### config.mk
export PLATFORM = sky130hd
export DESIGN_NAME = fetch_pc_sequencer
export DESIGN_NICKNAME = d
export VERILOG_FILES = /design/src/rtl/fetch_pc_sequencer.sv
export SDC_FILE = /design/constraint.sdc
export NUM_CORES = 1
export LEC_CHECK = 0
export ABC_AREA = 1
export CAP_MARGIN = 20
export CORE_ASPECT_RATIO = 1.5
export CORE_UTILIZATION = 44
export DETAILED_ROUTE_END_ITERATION = 16
export PLACE_DENSITY = 0.81
export REMOVE_ABC_BUFFERS = 1
export SETUP_SLACK_MARGIN = 0.4
export SLEW_MARGIN = 20
export SYNTH_ARGS = -nofsm -noshare
export SYNTH_HDL_FRONTEND = slang
export SYNTH_SLANG_ARGS = --single-unit
### constraint.sdc
create_clock -name clk -period 2.2 [get_ports clk]
set_input_delay 0.44 -clock clk [delete_from_list [all_inputs] [get_ports clk]]
set_output_delay 0.44 -clock clk [all_outputs]
set_load 0.01 [all_outputs]
### src/rtl/fetch_pc_sequencer.sv
// fetch_pc_sequencer: next-PC and StallF generation for the fetch-stage PC
// register. It selects between the reset vector, PCF+4 and a Decode-stage
// branch/jump redirect, and runs the instruction-memory wait-state handshake.
// A redirect that arrives while imem is stalling is held until the fetch
// completes.
// Optional feature: define FETCH_TIMEOUT_EN to build the wait-cycle counter
// and the sticky fetch_timeout flag. Without it, fetch_timeout is tied low.
module fetch_pc_sequencer #(
    parameter logic [31:0] RESET_VECTOR   = 32'h0040_0030,
    parameter int unsigned TIMEOUT_CYCLES = 16,
    parameter int unsigned WAITCNT_W      = 8
) (
    input  logic        clk,
    input  logic        rst_n,
    input  logic [31:0] PCF,
    input  logic        StallHaz,
    input  logic        BranchTakenD,
    input  logic [31:0] BranchTargetD,
    input  logic        JumpD,
    input  logic [31:0] JumpTargetD,
    input  logic        imem_ready,
    output logic        imem_req,
    output logic [31:0] PC,
    output logic        StallF,
    output logic        FlushD,
    output logic        InstrValidF,
    output logic        fetch_timeout
);

    typedef enum logic [1:0] {
        BOOT = 2'd0,
        RUN  = 2'd1,
        WAIT = 2'd2
    } state_e;

    state_e      state_q, state_d;
    logic        pending_q, pending_d;
    logic [31:0] redir_tgt_q, redir_tgt_d;

    logic        redir;
    logic [31:0] live_tgt;

    // Targets are always word aligned, so the two low bits are never consumed.
    logic unused_tgt_lsbs;
    assign unused_tgt_lsbs = ^{BranchTargetD[1:0], JumpTargetD[1:0]};

    // Qualify the Decode redirect: ignored under a hazard stall, branch beats jump.
    always_comb begin
        redir    = (BranchTakenD | JumpD) & ~StallHaz;
        live_tgt = BranchTakenD ? {BranchTargetD[31:2], 2'b00}
                                : {JumpTargetD[31:2], 2'b00};
    end

    // Next-state and output decode for the fetch sequencer.
    always_comb begin
        // NOTE: every signal gets a default first so no path can leave it unassigned and infer a latch.
        state_d     = state_q;
        pending_d   = pending_q;
        redir_tgt_d = redir_tgt_q;
        imem_req    = 1'b1;
        PC          = PCF;
        StallF      = 1'b0;
        FlushD      = 1'b0;
        InstrValidF = 1'b0;

        case (state_q)
            BOOT: begin
                imem_req = 1'b0;
                PC       = RESET_VECTOR;
                state_d  = RUN;
            end
            RUN, WAIT: begin
                if (!imem_ready) begin
                    // Hold the PC register; remember the newest redirect seen while waiting.
                    StallF  = 1'b1;
                    state_d = WAIT;
                    if (redir) begin
                        pending_d   = 1'b1;
                        redir_tgt_d = live_tgt;
                    end
                end else begin
                    state_d = RUN;
                    if (redir) begin
                        // A live redirect supersedes anything still pending.
                        PC        = live_tgt;
                        FlushD    = 1'b1;
                        pending_d = 1'b0;
                    end else if (state_q == WAIT && pending_q) begin
                        PC        = redir_tgt_q;
                        FlushD    = 1'b1;
                        pending_d = 1'b0;
                    end else if (StallHaz) begin
                        StallF = 1'b1;
                    end else begin
                        PC          = PCF + 32'd4;
                        InstrValidF = 1'b1;
                    end
                end
            end
            default: begin
                imem_req = 1'b0;
                PC       = RESET_VECTOR;
                state_d  = BOOT;
            end
        endcase
    end

    // Sequencer state registers.
    always_ff @(posedge clk or negedge rst_n) begin
        if (!rst_n) begin
            // NOTE: the held target is reset too so a stale value can never leak out after reset.
            state_q     <= BOOT;
            pending_q   <= 1'b0;
            redir_tgt_q <= '0;
        end else begin
            // NOTE: non-blocking assignments so all registers update together from pre-edge values.
            state_q     <= state_d;
            pending_q   <= pending_d;
            redir_tgt_q <= redir_tgt_d;
        end
    end

`ifdef FETCH_TIMEOUT_EN
    logic [WAITCNT_W-1:0] wait_cnt_q;
    logic                 timeout_q;
    logic                 timeout_hit;
    logic                 counting;

    // The flag rises during the wait cycle that reaches the limit, then sticks.
    assign counting      = (state_q == WAIT) && !imem_ready;
    assign timeout_hit   = counting && (wait_cnt_q == WAITCNT_W'(TIMEOUT_CYCLES - 1));
    assign fetch_timeout = timeout_q | timeout_hit;

    // Saturating count of WAIT cycles, cleared whenever the fetch is not waiting.
    always_ff @(posedge clk or negedge rst_n) begin
        if (!rst_n) begin
            wait_cnt_q <= '0;
            timeout_q  <= 1'b0;
        end else begin
            if (counting) begin
                if (wait_cnt_q != '1) begin
                    wait_cnt_q <= wait_cnt_q + 1'b1;
                end
            end else begin
                wait_cnt_q <= '0;
            end
            if (timeout_hit) begin
                timeout_q <= 1'b1;
            end
        end
    end
`else
    // Without the timeout feature the configuration is only carried, never used.
    logic [WAITCNT_W-1:0] unused_wait_cfg;
    assign unused_wait_cfg = WAITCNT_W'(TIMEOUT_CYCLES);
    assign fetch_timeout   = 1'b0;
`endif

endmodule
==> results.txt, run 1 <==
The number of primary I/O pins is 139. The die width came out at approximately 74 um. Once global-route timing repair stopped, the endpoint with the least setup slack was PC[30].

The category of the worst endpoint is a primary output. The first error in the log reads "[ERROR GRT-0232] Routing congestion too high. Check the congestion heatmap in the GUI". The maximum number of pins on one net before global-route repair came out at 34. The post-detailed-placement half-perimeter wirelength is 10.39 mm. Synthesis handed over a netlist of 588 instances. The total of hold buffers inserted after clock tree synthesis is 0. The H-tree depth reported by CTS is 2. Progress stopped at global routing (5_1_grt). The clock net in this run drives a total of 33 sinks. The standard-cell row count came out at 39. The fraction of the yosys area taken by sequential cells is 0.2406. The summed instance area of the synthesized netlist came out at roughly 3400 um^2. The count of state elements after synthesis is 33. The initial cell density of the core is 0.4538. For this run, the total global-route usage over all layers was measured as 0.9631. The flow did not finish. The number of library cell types mapped by synthesis came out at 35. After synthesis, the cell types taking the most area are sky130_fd_sc_hd__nand2_1, sky130_fd_sc_hd__dfrtp_1, sky130_fd_sc_hd__a31oi_1, sky130_fd_sc_hd__nor2_1, sky130_fd_sc_hd__nand3_1. Summed over all instances, the cell type with the most area after synthesis is sky130_fd_sc_hd__nand2_1. The number of buffers between clock root and the deepest sink is 2. The count of buffers inserted at the top-level ports is between 100 and 150. The clock root buffer master is sky130_fd_sc_hd__clkbuf_16. The share of the synthesized area in the top cell type is 0.2494. The total of warnings raised by yosys is 0. The synthesized area per cell came out at 5.837 um^2. The height of the die is 110.2 um.

The CTS buffer count came out at 5. The number of placed instances, taps included came out at 890. The aggregate global routing overflow is ~760. The final weighted congestion of routability-driven global placement is 0.8979.
[timing repair]
item | in CTS
pin swaps | 59
endpoints found under the setup margin | 66
buffers inserted | 45
cloned | 8
hold endpoints to repair | 0
gates resized for setup | 355
[cells by family after synthesis]
kind of cell,after synthesis,share of synthesized area
AOI/OAI and AO/OA,103,0.1699
and+or+nand+nor,363,0.4513
xor gates and xnor gates,11,0.02807
other,1,0.001093
adders and majority gates,4,0.01458
muxes,2,0.006562
DFF,33,0.2406
buffers and inverters,71,0.08786
[synthesized netlist by cell type]
library cell                 n
sky130_fd_sc_hd__or2_2       2
sky130_fd_sc_hd__o21ai_0    11
sky130_fd_sc_hd__dfrtp_1    33
sky130_fd_sc_hd__nand2_2     5
sky130_fd_sc_hd__inv_2       5
sky130_fd_sc_hd__a31oi_1    41
sky130_fd_sc_hd__inv_1      35
sky130_fd_sc_hd__o211ai_1    1
sky130_fd_sc_hd__o21ai_1    10
sky130_fd_sc_hd__nand2_1   228
sky130_fd_sc_hd__nor2_8      1
sky130_fd_sc_hd__ha_1        4
sky130_fd_sc_hd__o21ai_2     1
sky130_fd_sc_hd__mux2_2      2
sky130_fd_sc_hd__buf_4       5
sky130_fd_sc_hd__buf_2      13
sky130_fd_sc_hd__nor4_1      1
sky130_fd_sc_hd__nand3_4     1
sky130_fd_sc_hd__nor2_1     63
sky130_fd_sc_hd__nor3_1      2
sky130_fd_sc_hd__nor2_2      4
sky130_fd_sc_hd__conb_1      1
sky130_fd_sc_hd__buf_1       2
sky130_fd_sc_hd__o22ai_1     1
sky130_fd_sc_hd__a21o_1      2
sky130_fd_sc_hd__nor2_4      7
sky130_fd_sc_hd__xnor2_1     5
sky130_fd_sc_hd__nand4_1     2
sky130_fd_sc_hd__nand3_1    45
sky130_fd_sc_hd__clkbuf_1   11
sky130_fd_sc_hd__o221ai_1    1
sky130_fd_sc_hd__a21oi_1    35
sky130_fd_sc_hd__xor2_1      6
sky130_fd_sc_hd__nand3b_1    1
sky130_fd_sc_hd__nand3_2     1
[per-stage QoR]
step / setup slack, ns / cell area, um^2 / setup TNS (ns) / util
3_5_place_dp: -0.9418 / 5555 / -25.95 / 0.7345
4_1_cts: -0.1018 / 6556 / -1.435 / 0.8668
2_1_floorplan: -0.7826 / 3281 / -26.16 / -
3_3_place_gp: -0.8594 / 5555 / -24.85 / 0.7345
[metal layers]
metal  GRT usage  overflow
met2       1.382       614
met5     0.08333         0
met1      0.8432         6
met3      0.5736         8
met4       1.132       129
==> run 2: changes to the inputs <==
--- a/config.mk
+++ b/config.mk
@@ -7,12 +7,10 @@
 export LEC_CHECK = 0
 export ABC_AREA = 1
 export CAP_MARGIN = 20
-export CORE_ASPECT_RATIO = 1.5
-export CORE_UTILIZATION = 44
+export CORE_UTILIZATION = 40
 export DETAILED_ROUTE_END_ITERATION = 16
-export PLACE_DENSITY = 0.81
+export PLACE_DENSITY_LB_ADDON = 0.15
 export REMOVE_ABC_BUFFERS = 1
-export SETUP_SLACK_MARGIN = 0.4
 export SLEW_MARGIN = 20
 export SYNTH_ARGS = -nofsm -noshare
 export SYNTH_HDL_FRONTEND = slang
==> run 2 against run 1 <==
The flow now finishes, with violations (negative setup slack). Synthesized cell count is the same. Area after synthesis is the same.
==> results.txt, run 2 <==
The run finished, with violations left. The final reports fail on negative setup slack. The synthesized area per cell came to 5.837 um^2 (unchanged). Measured in cells, the most critical reg-to-reg path has a length of 10.

Setup violations remaining at the end of the flow were counted as 29. The CTS buffer count came to 5 (unchanged). Along the worst path, the maximum fanout reaches 4. The first global-routing pass estimated between 20 and 25 mm of wire. The number of placed instances, taps included is 882 (-0.90%).

The total buffers and inverters traversed by the critical path is 3. The power share of the combinational group is 0.646. The final clock period utilization by the worst path came out at 1.049. The largest total area in the synthesized netlist belongs to sky130_fd_sc_hd__nand2_1.

The summed instance area of the synthesized netlist came out at 3432 um^2 (unchanged). The number of violations of the max-capacitance limit came out at 0. The launch instance of the worst register-to-register path is state_q[1]. Clock-pin slew was measured on the worst setup and hold paths at 0.08 ns. The tightest slew margin relative to the limit is 0.4040.

The final routed DRC violation total is 0. The critical path is of the register to output pin type. The standby leakage power is 3.074 nW. The critical path crosses 10 cells after its start point. The count of state elements after synthesis was 33 (unchanged). The aggregate global-route resource usage came out at 0.3442. The initial antenna violation count was 0. The sequential fraction of design power is 0.225. The area growth from synthesis to layout came out at 85.96%.

The total of warnings raised by yosys came out at 0 (unchanged). The total routed wirelength is roughly 16 mm. The worst register-to-register path has a setup slack of ~0.21 ns.

At the later pin of the worst-skew pair, clock insertion delay measures 0.31 ns. In this run the worst setup path begins at state_q[1]. The internal power component is between 0.002 and 0.003 W.

STA puts the critical path data required time at 1.76 ns. The primary flip-flop cell chosen by synthesis mapping is sky130_fd_sc_hd__dfrtp_1. The synthesized instance count came out at 588 (unchanged). The clock network fraction of design power came out at 0.129. The startpoint kind of the worst setup timing path is a register. The number of synthesized flops with an enable pin came to 0 (unchanged).

The type of element capturing the critical path is an output pin. The pre-CTS setup slack is -0.9829 ns (-0.04107 ns). For this block, the initial DRC count from the detailed router was 372. The number of flip-flops under the largest register name came out at 30.

The aggregate global routing overflow came out at 0. The critical path data arrival time came out at 1.87 ns. The critical path's largest stage delay came out at ~0.44 ns. Setup repair after global routing could not meet its margin everywhere.

The tightest min-delay check is of the primary input to async pin type. The count of buffers inserted at the top-level ports is 133 (unchanged). The total of hold buffers inserted after clock tree synthesis came out at 0 (unchanged). The critical path goes through ha_4 > nand2_4 > inv_8 > buf_16 > a21oi_2 > nand2_1 > nand2_1 > nand3_2 > o21ai_2 > buf_2.

The number of antenna repair diodes is 0. The fraction of the yosys area taken by sequential cells came out at 0.2406 (unchanged). The number of primary I/O pins came out at 139 (unchanged). The floorplan step defined a core boundary enclosing 8258 um^2. The via density per instance is 5.527. The remaining antenna violation count after routing is 0.

The H-tree depth reported by CTS is 2 (unchanged). Counting stages on the worst path, the most repeated cell is sky130_fd_sc_hd__nand2_1. CTS placed an instance of sky130_fd_sc_hd__clkbuf_8 at the clock tree root. The finished layout holds about 930 standard cells, fillers aside. The async set or reset register ratio after synthesis was 1.000 (unchanged). The total die area came out at just under 9000 um^2. The die width came to 94.63 um (+28%). The routed wire length per instance came out at 17.15 um. The count of final max-slew check failures came out at 0. The kind of cell with the highest combined delay along the critical path is flip-flops. The CTS sink count came out at 33 (unchanged). In the synthesized netlist, the cells that appear most often are sky130_fd_sc_hd__nand2_1, sky130_fd_sc_hd__nor2_1, sky130_fd_sc_hd__nand3_1.

The count of endpoints failing hold in the final timing report was 0. The proportion of total power due to net switching came out at 0.4528. Based on the critical path, the design can be clocked at up to 0.4332 GHz. The TritonCTS clock tree is yes.

The worst ir drop on vdd is between 0.0004 and 0.0005 V. The most instantiated library cell after synthesis is sky130_fd_sc_hd__nand2_1. The share of the synthesized area in the top cell type is 0.2494 (unchanged).

Ranked by flip-flop count, first place goes to redir_tgt_q. At the pin with the least slew margin, the transition time is roughly 0.89 ns. The maximum number of pins on one net before global-route repair is 34. The most common library cell in the layout ignoring fill and taps is sky130_fd_sc_hd__nand2_1. The setup clock skew after layout is 0.007334 ns. The top cell types in the final layout, fill and taps aside, are sky130_fd_sc_hd__nand2_1, sky130_fd_sc_hd__buf_4, sky130_fd_sc_hd__clkdlybuf4s50_1. The post-detailed-placement half-perimeter wirelength came out at 10.15 mm (-2.4%).

The number of buffers between clock root and the deepest sink came to 2 (unchanged). The smallest clock period supported by the final layout is computed as 2.309 ns. The switching power came out at 0.002288 W. The destination of the worst register-to-register timing path is redir_tgt_q[31].

The final weighted congestion of routability-driven global placement is 0.8665 (-3.5%). The number of library cell types mapped by synthesis is 35 (unchanged). In this run the power density over the cells is 791.5 nW/um^2. The net count of the finished layout is 926. The initial cell density of the core was 0.4156 (-0.03816). The slack of the critical path came out at -0.1086 ns.

The via count of the first global-routing pass is ~5.0k. In the final layout, the registers with the most flip-flops are redir_tgt_q: 30 flops, state_q: 2 flops, pending_q: 1 flops. Ranked by total cell area, the synthesized netlist is headed by sky130_fd_sc_hd__nand2_1, sky130_fd_sc_hd__dfrtp_1, sky130_fd_sc_hd__a31oi_1, sky130_fd_sc_hd__nor2_1, sky130_fd_sc_hd__nand3_1.

The height of the die came out at 94.63 um (-14%). The slowest cell on the critical path is sky130_fd_sc_hd__dfrtp_1. The total design power is 0.005052 W. The total via count after detailed routing came out at 5118. The number of iterations in the first detailed-routing pass came out at 5.

The final-layout fill cell count came out at 596. The fraction of layout cells with a size suffix above 1 came out at 0.4056. The standard-cell row count came out at 33 (-15%).
## run 2: repair_timing
action / 4_1_cts / 5_1_grt
buffers inserted: 27 / 7
gates cloned: 3 / 0
resized for setup: 321 / 108
endpoints found under the setup margin: 36 / 34
pin swaps: 61 / 54
## run 2: per-layer routing
layer	track usage	wire (um)
met1	0.4035	6249
met2	0.5959	7738
met3	0.05636	1210
met4	0.1856	680
met5	0	0
## run 2: power groups by stage
stage	logic, W	registers [W]	clock network [W]
global placement	0.00297	0.00107	0
floorplan	0.00137	0.00104	0
finish	0.00326	0.00114	0.000649
global route	0.00353	0.00116	0.000676
detailed placement	0.00301	0.00108	0
CTS	0.00298	0.00110	0.000650
## run 2: final cells by class
type | instances | area [um^2] | share of cell area
multi-input cells | 484 | 2900 | 0.4544
clock buffers | 7 | 86.33 | 0.01353
inverters | 40 | 165.2 | 0.02588
well taps | 105 | 131.4 | 0.02058
flip-flops and latches | 33 | 825.8 | 0.1294
repair buffers | 256 | 2243 | 0.3515
clock inverters | 1 | 30.03 | 0.004705
## run 2: cell families after synthesis
group                      synth area share
AOI/OAI and AO/OA                    0.1699
buffers and inverters               0.08786
DFF                                  0.2406
other                              0.001093
and+or+nand+nor                      0.4513
adders and majority gates           0.01458
muxes                              0.006562
xor gates and xnor gates            0.02807
## run 2: metrics by stage
step / hold slack [ns] / setup TNS, ns / cell area, um^2 / util
2_1_floorplan: 0.1444 / -26.16 / 3281 / -
3_5_place_dp: 0.4896 / -26.19 / 5484 / 0.6641
6_report: 0.2412 / -1.486 / 6382 / 0.7729
5_1_grt: 0.3035 / -4.240 / 6382 / 0.7729
3_3_place_gp: 0.4714 / -25.56 / 5484 / 0.6641
4_1_cts: 0.2664 / -1.572 / 6088 / 0.7373
## run 2: worst max-delay path by stage
stage                     endpoint  slack [ns]
finish                       PC[8]       -0.11
CTS                          PC[2]       -0.11
global route                PC[26]       -0.18
floorplan           redir_tgt_q[4]       -0.78
global placement            PC[22]       -0.95
detailed placement          PC[22]       -0.98
## run 2: worst reg2reg max path: cells and delay by family (launching register included)
family | cells | cell delay [ns]
adder cells (fa/ha/maj) | 1 | 0.31
flip-flops | 1 | 0.43
buffers and inverters | 5 | 0.59
AND/OR/NAND/NOR | 3 | 0.42
AO/OA/AOI/OAI | 1 | 0.17
Power figures use the tool's default switching activity.
==> run 3: changes to the inputs <==
--- a/config.mk
+++ b/config.mk
@@ -9,6 +9,7 @@
 export CAP_MARGIN = 20
 export CORE_UTILIZATION = 40
 export DETAILED_ROUTE_END_ITERATION = 16
+export MAX_ROUTING_LAYER = met4
 export PLACE_DENSITY_LB_ADDON = 0.15
 export REMOVE_ABC_BUFFERS = 1
 export SLEW_MARGIN = 20
==> run 3 against run 2 <==
The flow still finishes with violations (negative setup slack). Sequential share of layout area fell by 0.62 points. Final cell count up 1.9%. Global-route usage up 3.0 points. Fmax shrank 2.7%. Sequential power barely moved. Die area is the same. Combinational power grew 22%. Clock skew increased by 0.0035 ns. Via count rose by 8.1%. Non-clock buffer count increased by 18. Utilization grew 3.9 points. Sequential cell count is the same. Largest cell class unchanged.
==> results.txt, run 3 (synthesis results as in run 2) <==
The cell occurring most often along the worst timing path is sky130_fd_sc_hd__nand2_1. The required time of the worst setup path is 1.76 ns (about the same). The clock latency at the later pin of the worst-skew pair is 0.31 ns (about the same).

The setup clock skew after layout is 0.01079 ns (+0.003455 ns). The worst ir drop on vdd came to 0.0004779 V (+5.9%). The destination of the worst register-to-register timing path is redir_tgt_q[11]. The die width was 94.63 um (unchanged).

The number of violations of the max-capacitance limit is 0 (unchanged). Setup repair after global routing could not meet its margin everywhere. The slack of the critical path is -0.1732 ns (-0.06459 ns). The CTS sink count is 33 (unchanged). The via count of the first global-routing pass is 5254 (+4.1%). The initial antenna violation count came out at 0 (unchanged).

The proportion of total power due to net switching came out at 0.4530 (about the same). The cell depth of the worst flop-to-flop path came out at 13 (+3). The switching power is 0.002616 W (+14%). The total routed wirelength is 18.79 mm (+18%). The routed wire length per instance came out at 19.90 um (+16%). The critical path's largest stage delay is 0.26 ns (-0.18 ns).

In the layout the commonest cells are sky130_fd_sc_hd__nand2_1, sky130_fd_sc_hd__buf_4, sky130_fd_sc_hd__clkdlybuf4s50_1. The sequential fraction of design power came out at 0.199 (-0.026). The worst setup slack for register-to-register paths is -0.05 ns (-0.26 ns). TritonCTS built the clock tree. The final cell utilization of the core came out at 0.8117 (+0.03879).

The tightest slew margin relative to the limit is 0.3780 (-0.02600). The pre-CTS setup slack came out at -0.9756 ns (+0.007216 ns). The aggregate global-route resource usage came out at 0.3742 (+0.02998). The standard-cell row count came out at 33 (unchanged). The library cell used most frequently in the layout, excluding fill and tap cells, is sky130_fd_sc_hd__nand2_1. The power share of the combinational group came to 0.690 (+0.044).

The path type of the worst setup path is primary input to output pin. The power density relative to cell area came to 861.4 nW/um^2 (+8.8%). The first-pass GRT wire length came out at 24.94 mm (+5.6%). The post-layout net count came out at 944 (+1.9%). The largest individual stage delay along the critical path comes from the cell sky130_fd_sc_hd__dlygate4sd2_1. The post-detailed-placement half-perimeter wirelength is 10.29 mm (+1.4%). The final weighted congestion of routability-driven global placement is 0.8860 (+2.3%). The number of iterations in the first detailed-routing pass is 8 (+3).

The CTS buffer count is 5 (unchanged). The critical path data arrival time is 1.93 ns (+0.06 ns). The peak fanout along the critical path came to 2 (-2).

The clock-pin transition on the worst setup and hold timing paths came out at 0.09 ns (about the same). The H-tree depth reported by CTS is 2 (unchanged). The total of hold buffers inserted after clock tree synthesis came out at 0 (unchanged). The class of the tightest hold or removal check is primary input to async pin. The internal power component was 0.003158 W (+14%). The number of placed instances, taps included came out at 882 (unchanged). The final clock period utilization by the worst path is 1.079 (+0.02936). The fraction of layout cells with a size suffix above 1 is 0.4172 (+0.01156). The initial cell density of the core is 0.4156 (unchanged). The final reports fail on negative setup slack. The run finished, with violations left.

In the final layout, the registers with the most flip-flops are redir_tgt_q: 30 flops, state_q: 2 flops, pending_q: 1 flops. The maximum number of pins on one net before global-route repair is 34 (unchanged). The worst setup path is captured at an output pin. The remaining antenna violation count after routing came out at 0 (unchanged). The area taken by multi-input logic gates came to 2947 um^2 (+1.6%). The startpoint identified for the worst register-to-register timing path is state_q[1]. The core area is 8258 um^2 (unchanged).

The total via count after detailed routing is 5532 (+8.1%). Traced cell by cell, the critical path runs through dlygate4sd2_1 > nand2_1 > nor2_2 > inv_1 > nor2_1 > nand3_1 > nand2_1 > nand2_1 > nand2_1 > nand2_1 > a21oi_2 > buf_2. The final routed DRC violation total came out at 0 (unchanged). The via density per instance came out at 5.860 (+6.0%). The height of the die came out at 94.63 um (unchanged). The area growth from synthesis to layout came out at 95.30%. STA classifies the critical path startpoint as a primary input.

The register with the most flip-flops is redir_tgt_q. The count of final max-slew check failures came out at 0 (unchanged). The count of buffers inserted at the top-level ports came out at 133 (unchanged). The count of endpoints failing hold in the final timing report is 0 (unchanged).

The total die area came out at 8955 um^2 (unchanged). The total design power came out at 0.005774 W (+14%). The number of antenna repair diodes was 0 (unchanged). The number of buffers between clock root and the deepest sink came out at 2 (unchanged).

The count of final setup violators was 35 (+21%). The number of standard cells in the final layout excluding fillers is 944 (+1.9%). The standby leakage power was 3.216 nW (+4.6%).

The maximum clock frequency came out at 0.4214 GHz (-2.7%). The aggregate global routing overflow is 0 (unchanged). The final-layout fill cell count is 512 (-14%).

The number of flip-flops under the largest register name is 30 (unchanged). The number of primary I/O pins is 139 (unchanged). The slew at the pin closest to its max-slew limit came out at 0.9330 ns (+0.03900 ns). The clock network fraction of design power came out at 0.112 (-0.017). The cell sitting at the root of the clock tree is a sky130_fd_sc_hd__clkbuf_8. The area taken by flip-flops and latches came out at 825.8 um^2 (unchanged).

The minimum clock period after layout came to 2.373 ns (+0.06459 ns). The initial detailed-routing violation count was 506 (+36%).
## run 3: how the worst max path moves through the flow
stage | start | endpoint | slack (ns) | depth (start not counted)
after floorplan | state_q[1] | redir_tgt_q[4] | -0.78 | 7
after global placement | PCF[3] | PC[22] | -0.95 | 13
after detailed placement | PCF[3] | PC[22] | -0.98 | 13
after CTS | state_q[1] | PC[21] | -0.09 | 8
after global routing | PCF[25] | PC[30] | -0.54 | 12
final | PCF[21] | PC[22] | -0.17 | 12
## run 3: timing repair
item	CTS	global route
setup endpoints to repair	36	52
gates resized for setup	343	86
pin swaps	62	42
cloned	3	7
buffers inserted	26	19
## run 3: cell type report
class / instances / share of cell area
Timing Repair Buffer: 274 / 0.3758
Multi-Input combinational cell: 484 / 0.4396
Sequential cell: 33 / 0.1232
Clock inverter: 3 / 0.006907
Tap cell: 105 / 0.01960
Clock buffer: 5 / 0.01027
Inverter: 40 / 0.02464
## run 3: stage by stage
step / cell area, um^2 / setup TNS, ns / hold slack (ns)
after floorplan: 3281 / -26.16 / 0.1444
after global placement: 5484 / -25.55 / 0.4703
after detailed placement: 5484 / -26.53 / 0.4893
after CTS: 6138 / -1.105 / 0.2663
after global routing: 6703 / -6.487 / 0.3059
final: 6703 / -3.949 / 0.2469
## run 3: layer usage
layer / vias up / track usage / wire [um]
met5: - / - / 0
met4: 0 / 0.2159 / 1199
met3: 128 / 0.05717 / 1925
met2: 412 / 0.6271 / 8853
met1: 2567 / 0.4218 / 6811
li1: 2425 / - / -
## run 3: power by group through the flow
| stage | logic, W | registers (W) | clock network [W] |
|---|---|---|---|
| final | 0.00398 | 0.00115 | 0.000645 |
| after CTS | 0.00318 | 0.00110 | 0.000643 |
| after floorplan | 0.00137 | 0.00104 | 0 |
| after global placement | 0.00296 | 0.00107 | 0 |
| after global routing | 0.00421 | 0.00116 | 0.000672 |
| after detailed placement | 0.00300 | 0.00109 | 0 |
## run 3: worst max-delay path, delay by kind of cell
| kind | cells | cell delay [ns] |
|---|---|---|
| simple gates | 8 | 0.82 |
| buf+inv | 3 | 0.49 |
| compound gates | 1 | 0.19 |
==> run 4: changes to the inputs <==
--- a/config.mk
+++ b/config.mk
@@ -5,9 +5,9 @@
 export SDC_FILE = /design/constraint.sdc
 export NUM_CORES = 1
 export LEC_CHECK = 0
-export ABC_AREA = 1
 export CAP_MARGIN = 20
 export CORE_UTILIZATION = 40
+export CTS_BUF_LIST = sky130_fd_sc_hd__clkbuf_8 sky130_fd_sc_hd__clkbuf_16
 export DETAILED_ROUTE_END_ITERATION = 16
 export MAX_ROUTING_LAYER = met4
 export PLACE_DENSITY_LB_ADDON = 0.15
==> constraint.sdc (replaced) <==
create_clock -name clk -period 2.5 [get_ports clk]
set_input_delay 0.5 -clock clk [delete_from_list [all_inputs] [get_ports clk]]
set_output_delay 0.5 -clock clk [all_outputs]
set_load 0.01 [all_outputs]
==> run 4 against run 3 <==
Non-clock buffer count grew 24. Largest cell class unchanged. Sequential power shrank 14%. Power shrank 13%. Sequential share of layout area grew 0.13 points. Utilization shrank 0.44 points. Via count shrank 4.0%. Design area shrank 1.0%. Die area shrank 0.57%. Setup slack lost 0.0044 ns. Largest power group unchanged. Area after synthesis shrank 0.58%. Final cell count shrank 12%. The flow still finishes with violations (negative setup slack).
==> results.txt, run 4 <==
The number of flip-flops under the largest register name was 30 (unchanged). The initial detailed-routing violation count came out at 490 (-3.2%). The slack of the critical path is -0.1776 ns (-0.004359 ns). The fraction of layout cells with a size suffix above 1 is 0.4668 (+0.04960). The total design power is 0.005052 W (-13%). The standard-cell row count came out at 33 (unchanged).

The clock-pin transition on the worst setup and hold timing paths is 0.08 ns (about the same). The routed wire length per instance came to 21.27 um (+6.9%). The count of buffers inserted at the top-level ports came out at 133 (unchanged).

Among cell families on the critical path, the largest total delay comes from buffers and inverters. The via density per instance is 6.420 (+9.5%). The total of warnings raised by yosys is 0 (unchanged).

The total via count after detailed routing came out at 5309 (-4.0%). In this run the clock root is driven by a sky130_fd_sc_hd__clkbuf_8. The min-delay analysis places its worst path in the category register to register. The total buffers and inverters traversed by the critical path came out at 6 (+3). The via count of the first global-routing pass is 4826 (-8.1%). The count of final setup violators is 25 (-29%). Yosys instantiated no cell more often than sky130_fd_sc_hd__o21ai_0. The synthesized instance count is 456 (-22%).

The critical path starts at PCF[11]. The power density relative to cell area came out at 761.7 nW/um^2 (-12%). The count of state elements after synthesis came out at 33 (unchanged). The post-detailed-placement half-perimeter wirelength is 10.84 mm (+5.3%).

The total die area came out at 8904 um^2 (-0.57%). The number of synthesized flops with an enable pin is 0 (unchanged). The pre-CTS setup slack is -1.087 ns (-0.1113 ns).

The initial antenna violation count came out at 0 (unchanged). The primary flip-flop cell chosen by synthesis mapping is sky130_fd_sc_hd__dfrtp_1. The final weighted congestion of routability-driven global placement came out at 0.9679 (+9.2%). The final clock period utilization by the worst path came out at 1.071.

The number of buffers between clock root and the deepest sink came out at 2 (unchanged). The maximum clock frequency is ~0.37 GHz. The launch instance of the worst register-to-register path is state_q[1]. In this run the most used layer during global routing was met2.

The final routed DRC violation total was 0 (unchanged). The CTS buffer count came to 5 (unchanged). The async set or reset register ratio after synthesis was 1.000 (unchanged). The peak fanout along the critical path is 5 (+3). The signal on the critical path passes through buf_8 > nand4_4 > buf_6 > buf_4 > nor4_2 > buf_4 > buf_6 > a221oi_2 > o31ai_1 > buf_2.

The aggregate global-route resource usage came out at 0.3482 (-0.02591). The core area is 8217 um^2 (-0.50%). The number of library cell types mapped by synthesis is 59 (+69%). The number of iterations in the first detailed-routing pass is 7 (-1). The startpoint kind of the worst setup timing path is a primary input. The worst hold path begins at redir_tgt_q[19]. The aggregate global routing overflow is 0 (unchanged). The checks that failed: negative setup slack. The clock latency at the later pin of the worst-skew pair is 0.30 ns (about the same). The synthesized area per cell came to 7.483 um^2 (+28%). The fraction of met2 tracks used by global routing came out at 0.5918 (-0.03531). The number of antenna repair diodes was 0 (unchanged).

Among all stages on the critical path, the largest delay is contributed by sky130_fd_sc_hd__nor4_2. The count of final max-slew check failures is 0 (unchanged). The path type of the worst setup path is primary input to output pin. The critical path's largest stage delay came out at 0.33 ns (+0.07 ns). The height of the die came out at 94.36 um (-0.29%).

The required time of the worst setup path came out at 2.00 ns (+0.24 ns). The fraction of met1 tracks used by global routing came out at 0.4035 (-0.01832). The worst setup path is captured at an output pin. The initial cell density of the core came out at 0.4153 (about the same). The area growth from synthesis to layout is 94.39%.

In the synthesized netlist, the cells that appear most often are sky130_fd_sc_hd__o21ai_0, sky130_fd_sc_hd__nand2_1, sky130_fd_sc_hd__a21oi_1. The maximum number of pins on one net before global-route repair came out at 34 (unchanged). The number of violations of the max-capacitance limit is 0 (unchanged). The total routed wirelength is 17.59 mm (-6.4%). The summed instance area of the synthesized netlist came out at 3412 um^2 (-0.58%).

The remaining antenna violation count after routing was 0 (unchanged). Setup repair after global routing could not meet its margin everywhere. The register with the most flip-flops in the final layout is redir_tgt_q. In the layout the commonest cells are sky130_fd_sc_hd__buf_4, sky130_fd_sc_hd__clkdlybuf4s50_1, sky130_fd_sc_hd__o21ai_0. Leaving out fill and tap cells, the most frequent cell in the layout is sky130_fd_sc_hd__buf_4. The critical path data arrival time is 2.18 ns (+0.25 ns).

The fraction of the yosys area taken by sequential cells is 0.2420 (+0.001412). TritonCTS built the clock tree. The flow ran to the end, but the final reports show violations. The first-pass GRT wire length is 23.27 mm (-6.7%). The die width is 94.36 um (-0.29%). The largest registers in the layout are redir_tgt_q: 30 flops, state_q: 2 flops, pending_q: 1 flops. The H-tree depth reported by CTS is 2 (unchanged). The CTS sink count was 33 (unchanged). The met3 track demand over resource was 0.05556 (-0.001610). The share of the synthesized area in the top cell type came out at 0.2420 (-0.007338). The synthesized design spends more area on one cell type than any other, namely sky130_fd_sc_hd__dfrtp_1.

The count of endpoints failing hold in the final timing report is 0 (unchanged). By area the synthesized netlist is led by sky130_fd_sc_hd__dfrtp_1, sky130_fd_sc_hd__o21ai_0, sky130_fd_sc_hd__mux2i_1, sky130_fd_sc_hd__a21oi_1, sky130_fd_sc_hd__nand2_1. The number of primary I/O pins was 139 (unchanged).

The minimum clock period after layout is ~2.7 ns. The final cell utilization of the core came out at 0.8072 (-0.004449). The standby leakage power is 2.946 nW (-8.4%). The final-layout setup total negative slack was -2.362 ns (+1.587 ns). The post-layout net count came out at 827 (-12%). The worst ir drop on vdd is 0.0004207 V (-12%).

The setup clock skew after layout was 0.008498 ns (-0.002292 ns).
[run 4: stage by stage]
stage,cell area (um^2),cells,hold slack (ns)
6_report,6633,827,0.4855
5_1_grt,6633,827,0.5113
3_5_place_dp,5675,779,0.4695
4_1_cts,6181,809,0.4863
2_1_floorplan,3213,416,0.2044
3_3_place_gp,5675,779,0.4577
[run 4: power breakdown]
group / switching, W / internal (W) / leakage (nW)
combinational: 0.00184 / 0.00167 / 2.47
clock: 0.000233 / 0.000322 / 0.0626
sequential: 0.000208 / 0.000784 / 0.411
[run 4: worst register-to-register path: stages (launching register included)]
cell and delay [ns]:
sky130_fd_sc_hd__dfrtp_1 0.47, sky130_fd_sc_hd__inv_2 0.08, sky130_fd_sc_hd__ha_4 0.30, sky130_fd_sc_hd__clkinv_1 0.13, sky130_fd_sc_hd__nor2_4 0.17, sky130_fd_sc_hd__buf_4 0.19
sky130_fd_sc_hd__nand2_1 0.12, sky130_fd_sc_hd__buf_4 0.24, sky130_fd_sc_hd__o21ai_0 0.28
[run 4: routing by layer]
metal	wire length (um)	up-vias
met5	0	-
li1	-	2247
met2	8379	439
met3	1670	140
met1	6392	2483
met4	1152	0
[run 4: worst paths after layout]
path	depth (start not counted)	end	slack (ns)
worst max register to register	8	redir_tgt_q[18]	0.42
min in group asynchronous	2	redir_tgt_q[12]	0.63
worst min-delay path	2	redir_tgt_q[19]	0.49
worst min register to register	2	redir_tgt_q[19]	0.49
max in group asynchronous	2	state_q[1]	1.51
worst max-delay path	10	PC[16]	-0.18
[run 4: final cells by class]
type                    instances  area (um^2)
well taps                     105        131.4
flip-flops and latches         33        825.8
fillers                       505         1584
clock inverters                 2        33.78
inverters                       7        26.28
multi-input cells             376         2923
repair buffers                298         2610
clock buffers                   6        82.58
[run 4: logic make-up after synthesis]
logic type                 count (synthesis)  share of synthesized area
and+or+nand+nor                          170                     0.2761
AOI/OAI and AO/OA                        159                     0.2772
buffers and inverters                     47                    0.06600
muxes                                     36                     0.1074
DFF                                       33                     0.2420
xor gates and xnor gates                   6                    0.01540
adders and majority gates                  4                    0.01467
other                                      1                   0.001099
[run 4: what timing repair did]
action / CTS / global route
hold buffers: 0 / 0
pin swaps: 41 / 43
gates resized for setup: 302 / 137
gates cloned: 0 / 0
setup endpoints to repair: 35 / 35
endpoints found under the hold margin: 0 / 0
setup buffers: 23 / 19
